==> src/rtl/load_store_unit_if.sv <==
// Data-memory bus between the load/store unit (master) and memory (slave).
// Ports:
//   bus_valid  master->slave  request valid
//   bus_ready  slave->master  request accepted and completed this cycle
//   bus_we     master->slave  1 = write
//   bus_addr   master->slave  word-aligned byte address
//   bus_wdata  master->slave  lane-replicated store data
//   bus_wstrb  master->slave  byte write strobes, 0 for reads
//   bus_rdata  slave->master  read data, valid with bus_ready
//   bus_err    slave->master  error flag, qualified by bus_ready
interface load_store_unit_if #(
    parameter int XLEN = 32
);
    logic            bus_valid;
    logic            bus_ready;
    logic            bus_we;
    logic [XLEN-1:0] bus_addr;
    logic [XLEN-1:0] bus_wdata;
    logic [3:0]      bus_wstrb;
    logic [XLEN-1:0] bus_rdata;
    logic            bus_err;

    modport master (
        output bus_valid, bus_we, bus_addr, bus_wdata, bus_wstrb,
        input  bus_ready, bus_rdata, bus_err
    );

    modport slave (
        input  bus_valid, bus_we, bus_addr, bus_wdata, bus_wstrb,
        output bus_ready, bus_rdata, bus_err
    );
endinterface

==> src/rtl/load_store_unit.sv <==
// Multi-cycle load/store unit between the core datapath and the data bus.
// Accepts one load/store per request, steers store bytes and strobes,
// sign/zero-extends loads, checks alignment, and holds the datapath with
// `stall` while the bus request is outstanding.
// Ports:
//   clk, rst             clock, asynchronous active-low reset
//   memRead, memWrite    load / store request (both high = fault)
//   funct3               access size and sign (B,H,W,BU,HU)
//   address, writeData   byte address and store data (low-order bits)
//   readData             extended load result, valid in DONE
//   stall                datapath must hold PC
//   fault                one-cycle pulse: misaligned, illegal or bus error
//   bus                  memory bus, master side
// The byte-lane logic assumes a 32-bit bus (4 strobes).
module load_store_unit #(
    parameter int XLEN = 32
) (
    input  logic                clk,
    input  logic                rst,
    input  logic                memRead,
    input  logic                memWrite,
    input  logic [2:0]          funct3,
    input  logic [XLEN-1:0]     address,
    input  logic [XLEN-1:0]     writeData,
    output logic [XLEN-1:0]     readData,
    output logic                stall,
    output logic                fault,
    load_store_unit_if.master   bus
);

    typedef enum logic [1:0] {IDLE, BUS, DONE} state_t;

    state_t          state_q, state_d;
    logic [1:0]      addr_lo_q, addr_lo_d;
    logic [2:0]      funct3_q, funct3_d;
    logic            we_q, we_d;
    logic [XLEN-1:0] baddr_q, baddr_d;
    logic [XLEN-1:0] wdata_q, wdata_d;
    logic [3:0]      wstrb_q, wstrb_d;
    logic [XLEN-1:0] rdata_q, rdata_d;
    logic            fault_q, fault_d;

    logic            op, f3_ok, misal, req_ok, req_bad;
    logic [XLEN-1:0] st_data;
    logic [3:0]      st_strb;
    logic [XLEN-1:0] rd_shift, ld_ext;
    logic            stall_c, fault_c;

    // Request legality and store steering, evaluated on the live inputs.
    always_comb begin
        op      = memRead | memWrite;
        f3_ok   = (funct3 == 3'b000) || (funct3 == 3'b001) || (funct3 == 3'b010) ||
                  (funct3 == 3'b100) || (funct3 == 3'b101);
        misal   = ((funct3[1:0] == 2'b01) && address[0]) ||
                  ((funct3[1:0] == 2'b10) && (address[1:0] != 2'b00));
        req_ok  = op && !(memRead && memWrite) && f3_ok && !misal;
        req_bad = op && !req_ok;

        st_data = writeData;
        st_strb = 4'b1111;
        case (funct3[1:0])
            2'b00: begin
                st_data = {4{writeData[7:0]}};
                st_strb = 4'b0001 << address[1:0];
            end
            2'b01: begin
                st_data = {2{writeData[15:0]}};
                st_strb = 4'b0011 << address[1:0];
            end
            default: ;
        endcase
    end

    // Load extraction from the latched byte offset; halfwords are aligned,
    // so the shift is 0 or 16 for them.
    always_comb begin
        rd_shift = bus.bus_rdata >> {addr_lo_q, 3'b000};
        case (funct3_q)
            3'b000:  ld_ext = {{(XLEN-8){rd_shift[7]}}, rd_shift[7:0]};
            3'b001:  ld_ext = {{(XLEN-16){rd_shift[15]}}, rd_shift[15:0]};
            3'b100:  ld_ext = {{(XLEN-8){1'b0}}, rd_shift[7:0]};
            3'b101:  ld_ext = {{(XLEN-16){1'b0}}, rd_shift[15:0]};
            default: ld_ext = bus.bus_rdata;
        endcase
    end

    always_comb begin
        state_d   = state_q;
        addr_lo_d = addr_lo_q;
        funct3_d  = funct3_q;
        we_d      = we_q;
        baddr_d   = baddr_q;
        wdata_d   = wdata_q;
        wstrb_d   = wstrb_q;
        rdata_d   = rdata_q;
        fault_d   = fault_q;
        stall_c   = 1'b0;
        fault_c   = 1'b0;
        case (state_q)
            IDLE: begin
                if (req_ok) begin
                    addr_lo_d = address[1:0];
                    funct3_d  = funct3;
                    we_d      = memWrite;
                    baddr_d   = {address[XLEN-1:2], 2'b00};
                    wdata_d   = st_data;
                    wstrb_d   = memWrite ? st_strb : 4'b0000;
                    stall_c   = 1'b1;
                    state_d   = BUS;
                end else if (req_bad) begin
                    fault_c = 1'b1;
                end
            end
            BUS: begin
                stall_c = 1'b1;
                if (bus.bus_ready) begin
                    rdata_d = bus.bus_err ? '0 : ld_ext;
                    fault_d = bus.bus_err;
                    state_d = DONE;
                end
            end
            DONE: begin
                fault_c = fault_q;
                state_d = IDLE;
            end
            default: state_d = IDLE;
        endcase
    end

    always_ff @(posedge clk or negedge rst) begin
        if (!rst) begin
            state_q   <= IDLE;
            addr_lo_q <= '0;
            funct3_q  <= '0;
            we_q      <= 1'b0;
            baddr_q   <= '0;
            wdata_q   <= '0;
            wstrb_q   <= '0;
            rdata_q   <= '0;
            fault_q   <= 1'b0;
        end else begin
            state_q   <= state_d;
            addr_lo_q <= addr_lo_d;
            funct3_q  <= funct3_d;
            we_q      <= we_d;
            baddr_q   <= baddr_d;
            wdata_q   <= wdata_d;
            wstrb_q   <= wstrb_d;
            rdata_q   <= rdata_d;
            fault_q   <= fault_d;
        end
    end

    // Combinational outputs are forced low while reset is held, so a
    // request still present on the inputs cannot raise stall/fault.
    assign stall         = rst & stall_c;
    assign fault         = rst & fault_c;
    assign readData      = rdata_q;
    assign bus.bus_valid = (state_q == BUS);
    assign bus.bus_we    = we_q;
    assign bus.bus_addr  = baddr_q;
    assign bus.bus_wdata = wdata_q;
    assign bus.bus_wstrb = wstrb_q;

endmodule

==> src/flat_wrapper.sv <==
// flat-port wrapper written by rule: the top's interface ports become plain ports
module load_store_unit_flat 
#(
    parameter int XLEN = 32
)
  (clk, rst, memRead, memWrite, funct3, address, writeData, readData, stall, fault, bus_bus_valid, bus_bus_we, bus_bus_addr, bus_bus_wdata, bus_bus_wstrb, bus_bus_ready, bus_bus_rdata, bus_bus_err);
  load_store_unit_if #(.XLEN(XLEN)) bus_i ();
  input  logic clk;
  input  logic rst;
  input  logic memRead;
  input  logic memWrite;
  input  logic [2:0] funct3;
  input  logic [XLEN-1:0] address;
  input  logic [XLEN-1:0] writeData;
  output logic [XLEN-1:0] readData;
  output logic stall;
  output logic fault;
  output wire logic [$bits(bus_i.bus_valid)-1:0] bus_bus_valid;
  output wire logic [$bits(bus_i.bus_we)-1:0] bus_bus_we;
  output wire logic [$bits(bus_i.bus_addr)-1:0] bus_bus_addr;
  output wire logic [$bits(bus_i.bus_wdata)-1:0] bus_bus_wdata;
  output wire logic [$bits(bus_i.bus_wstrb)-1:0] bus_bus_wstrb;
  input wire logic [$bits(bus_i.bus_ready)-1:0] bus_bus_ready;
  input wire logic [$bits(bus_i.bus_rdata)-1:0] bus_bus_rdata;
  input wire logic [$bits(bus_i.bus_err)-1:0] bus_bus_err;
  assign bus_bus_valid = bus_i.bus_valid;
  assign bus_bus_we = bus_i.bus_we;
  assign bus_bus_addr = bus_i.bus_addr;
  assign bus_bus_wdata = bus_i.bus_wdata;
  assign bus_bus_wstrb = bus_i.bus_wstrb;
  assign bus_i.bus_ready = bus_bus_ready;
  assign bus_i.bus_rdata = bus_bus_rdata;
  assign bus_i.bus_err = bus_bus_err;
  load_store_unit #(.XLEN(XLEN)) u_core (.clk(clk), .rst(rst), .memRead(memRead), .memWrite(memWrite), .funct3(funct3), .address(address), .writeData(writeData), .readData(readData), .stall(stall), .fault(fault), .bus(bus_i));
endmodule
==> config.mk <==
export PLATFORM = sky130hd
export DESIGN_NAME = load_store_unit_flat
export DESIGN_NICKNAME = d
export VERILOG_FILES = /design/src/rtl/load_store_unit_if.sv /design/src/rtl/load_store_unit.sv /design/src/flat_wrapper.sv
export SDC_FILE = /design/constraint.sdc
export NUM_CORES = 1
export LEC_CHECK = 0
export CAP_MARGIN = 5
export CORE_MARGIN = 10
export CORE_UTILIZATION = 48
export CTS_BUF_LIST = sky130_fd_sc_hd__clkbuf_4 sky130_fd_sc_hd__clkbuf_8
export DETAILED_ROUTE_END_ITERATION = 16
export PLACE_DENSITY = 0.89
export SETUP_SLACK_MARGIN = 0.4
export SLEW_MARGIN = 20
export SYNTH_ARGS = -nofsm -noshare
export SYNTH_HDL_FRONTEND = slang
export SYNTH_SLANG_ARGS = --single-unit
==> constraint.sdc <==
create_clock -name clk -period 5.58 [get_ports clk]
set_input_delay 1.116 -clock clk [delete_from_list [all_inputs] [get_ports clk]]
set_output_delay 1.116 -clock clk [all_outputs]
set_load 0.01 [all_outputs]
==> flow_summary.yaml <==
outcome:
  status: "finished clean"
setup_path:
  required_ns: 4.46
  path_class: "primary input to output pin"
  r2r-start: "u_core.addr_lo_q[1]"
  r2r-end: "u_core.readData[16]"
  crit_path_start_kind: "primary input"
  cp-end-kind: "output pin"
  cp.arrival_ns: 3.04
  crit_fanout: 14
  reg2reg_depth: 4
  r2r_slack_ns: 3.32
power:
  p_total_uw: 3250
  p_leak_uw: 0.00313
  power.density_nw_per_um2: 446
  peakVddDrop_v: 0.000248
sta:
  final_hold_viol_count: 0
  slew_viol_final: 0
  clock_skew_ns: 0.00952
  max_slew_margin: 0.413
  setup-violations-final: 0
  setup_slack_ns: 1.42
  period_needed_ns: 4.16
  tightest_slew_ns: 0.878
  max_freq_mhz: 240
  min_period_over_period: 0.746
  rsz0062_at_grt: "no"
  tns_ns: 0
logic_synthesis:
  ys_seq_elements: 107
  ys_seq_area_frac: 0.543
  netlist_instances: 447
  synth.avg_cell_area_um2: 11.0
  yosysMostFrequentCell: "dfrtp_1"
  synth_edf_count: 0
  synth_compound_area_frac: 0.155
  syn-cell-area_um2: 4930
  yosys.area.top_type: "dfrtp_1"
  synthArstFlopShare: 1.00
  yosys-mux-area-fraction: 0.167
  synthSimpleGateAreaFrac: 0.0931
  yosys.area_share.adder: 0.00254
  synth_cell_types: 43
  synth_top_family_by_area: "multiplexers"
  netlist.area_leader.share: 0.543
  synthXorXnorAreaFrac: 0
  ys_top_cells_by_area: "dfrtp_1 (54%), mux2i_1 (6.5%), o21ai_0 (5.2%)"
  ys.warnings.count: 0
  synth_flop_cell: "dfrtp_1"
  netlist_top_cells_count: "dfrtp_1 (107), nand2_1 (56), o21ai_0 (51)"
clock_network:
  clkTransAtPathRegs_ns: 0.09
  clockBufferDepth: 2
  cts_tree: "yes"
  cts_hold_buffers: 0
  cts-root-buf: "clkbuf_8"
  insertion_delay_ns: 0.36
  ctsResizeCount: 0
  post_cts_buffers: 0
  cts_buffers: 9
  cts_htree_levels: 3
  numClockSinks: 107
detailed_routing:
  dr.pass1.iters: 5
  wl_per_cell_um: 20.8
  drtAntennaViolNets: 0
  via_count: 4321
  drtIter0Drc: 453
  drt_wl_total_um: 16100
  drc: 0
  viasPerCell: 5.58
flow_run:
  maxCapViolations: 0
finish:
  n_fill_cell: 688
  utilization: 0.736
  fin_nets: 743
  insertedDiodeCount: 0
  drive_gt1_frac: 0.0748
  fin_cells: 775
  syn_to_final_growth_pct: 47.8
floorplan:
  fp.dieH_um: 121
  num_io_pins: 209
  start_util: 0.498
  die_w_um: 121
  fp.coreArea_um2: 9910
  dieArea_um2: 14700
  row_count: 36
placement:
  hpwlAfterDp_um: 12400
  place.gp.congestion: 0.883
  numPortBuffers: 206
  dp_slack_ns: 1.44
  dp.cells: 759
worst_hold_path:
  min_path_cells: 2
  hold_path.startpoint: "u_core.readData[3]"
  whs_endpoint: "u_core.readData[3]"
  hold_class: "register to register"
grt:
  grt_usage: 0.214
  antenna_found_initial: 0
  grt_pass1_wl_um: 25100
  grt_pass1_vias: 4662
  grt_max_degree: 84
  gr-total-overflow: 0
[per-stage QoR]
stage	instance area, um2	hold slack, ns
6_report	7290	0.482
3_5_place_dp	7040	0.467
2_1_floorplan	4940	0.447
3_3_place_gp	7040	0.461
5_1_grt	7290	0.518
4_1_cts	7290	0.489
[power breakdown]
| group | switching, uW | internal [uW] |
|---|---|---|
| clock | 259 | 314 |
| combinational | 577 | 792 |
| sequential | 235 | 1070 |
| total | 1070 | 2180 |
[layer usage]
layer / track usage / part of all wire / vias up
li1: - / - / 1975
met1: 0.250 / 0.38 / 2103
met2: 0.349 / 0.48 / 217
met3: 0.0805 / 0.11 / 26
met4: 0.0790 / 0.022 / 0
met5: 0 / 0 / -
[cell families (layout without fill, tap and decap cells)]
kind of cell	count (synthesis)	after routing
buffers and inverters	42	236
flip-flops	107	107
AO/OA/AOI/OAI	116	116
AND/OR/NAND/NOR	104	104
multiplexers	76	76
other	1	2
adder cells (fa/ha/maj)	1	1
[worst max-delay path, stage by stage]
cell and delay (ns):
clkdlybuf4s50_1 0.43, buf_4 0.22, o31ai_2 0.34, a31oi_1 0.16, nor3b_1 0.19, clkdlybuf4s50_1 0.58
[state kept, by name, indices dropped and copies added (netlist names)]
signal / cells
u_core.readData: 32
u_core.bus.bus_wdata: 32
u_core.addr_lo_q: 2
u_core.fault_q: 1
u_core.bus.bus_addr: 30
u_core.funct3_q: 3
u_core.bus.bus_we: 1
u_core.state_q: 2
u_core.bus.bus_wstrb: 4
[final cells by class]
| cell class | count | area, um2 | area share |
|---|---|---|---|
| timing repair buffer | 212 | 2100 | 0.289 |
| clock inverter | 5 | 100 | 0.0137 |
| inverter | 8 | 30.0 | 0.00412 |
| tap | 133 | 166 | 0.0228 |
| sequential | 107 | 2680 | 0.367 |
| multi-input combinational | 299 | 2070 | 0.283 |
| clock buffer | 11 | 145 | 0.0199 |
[worst max-delay path by stage]
| stage | from | end | cells after the start | slack [ns] |
|---|---|---|---|---|
| floorplan | funct3[0] | stall | 4 | 2.50 |
| global placement | funct3[0] | stall | 6 | 1.50 |
| detailed placement | funct3[1] | fault | 6 | 1.44 |
| CTS | funct3[1] | fault | 6 | 1.43 |
| global route | funct3[1] | fault | 6 | 1.35 |
| finish | funct3[0] | stall | 6 | 1.42 |
[cell usage in the layout (no fill, tap or decap), types with 2 or more instances in the layout]
cell type and instances:
a21oi_1 23, a221o_1 17, buf_4 7, bufinv_16 3, clkbuf_8 10, clkdlybuf4s50_1 205
clkinv_2 2, conb_1 2, dfrtp_1 107, inv_1 8, mux2_1 22, mux2_2 20
mux2_4 2, mux2i_1 32, nand2_1 56, nand2b_1 7, nand3_1 2, nand4_1 2
nor2_1 25, nor2b_1 2, nor3b_1 4, o211ai_1 2, o21ai_0 51, o2bb2ai_1 7
o41ai_1 6
(Power assumes the default switching activity.)
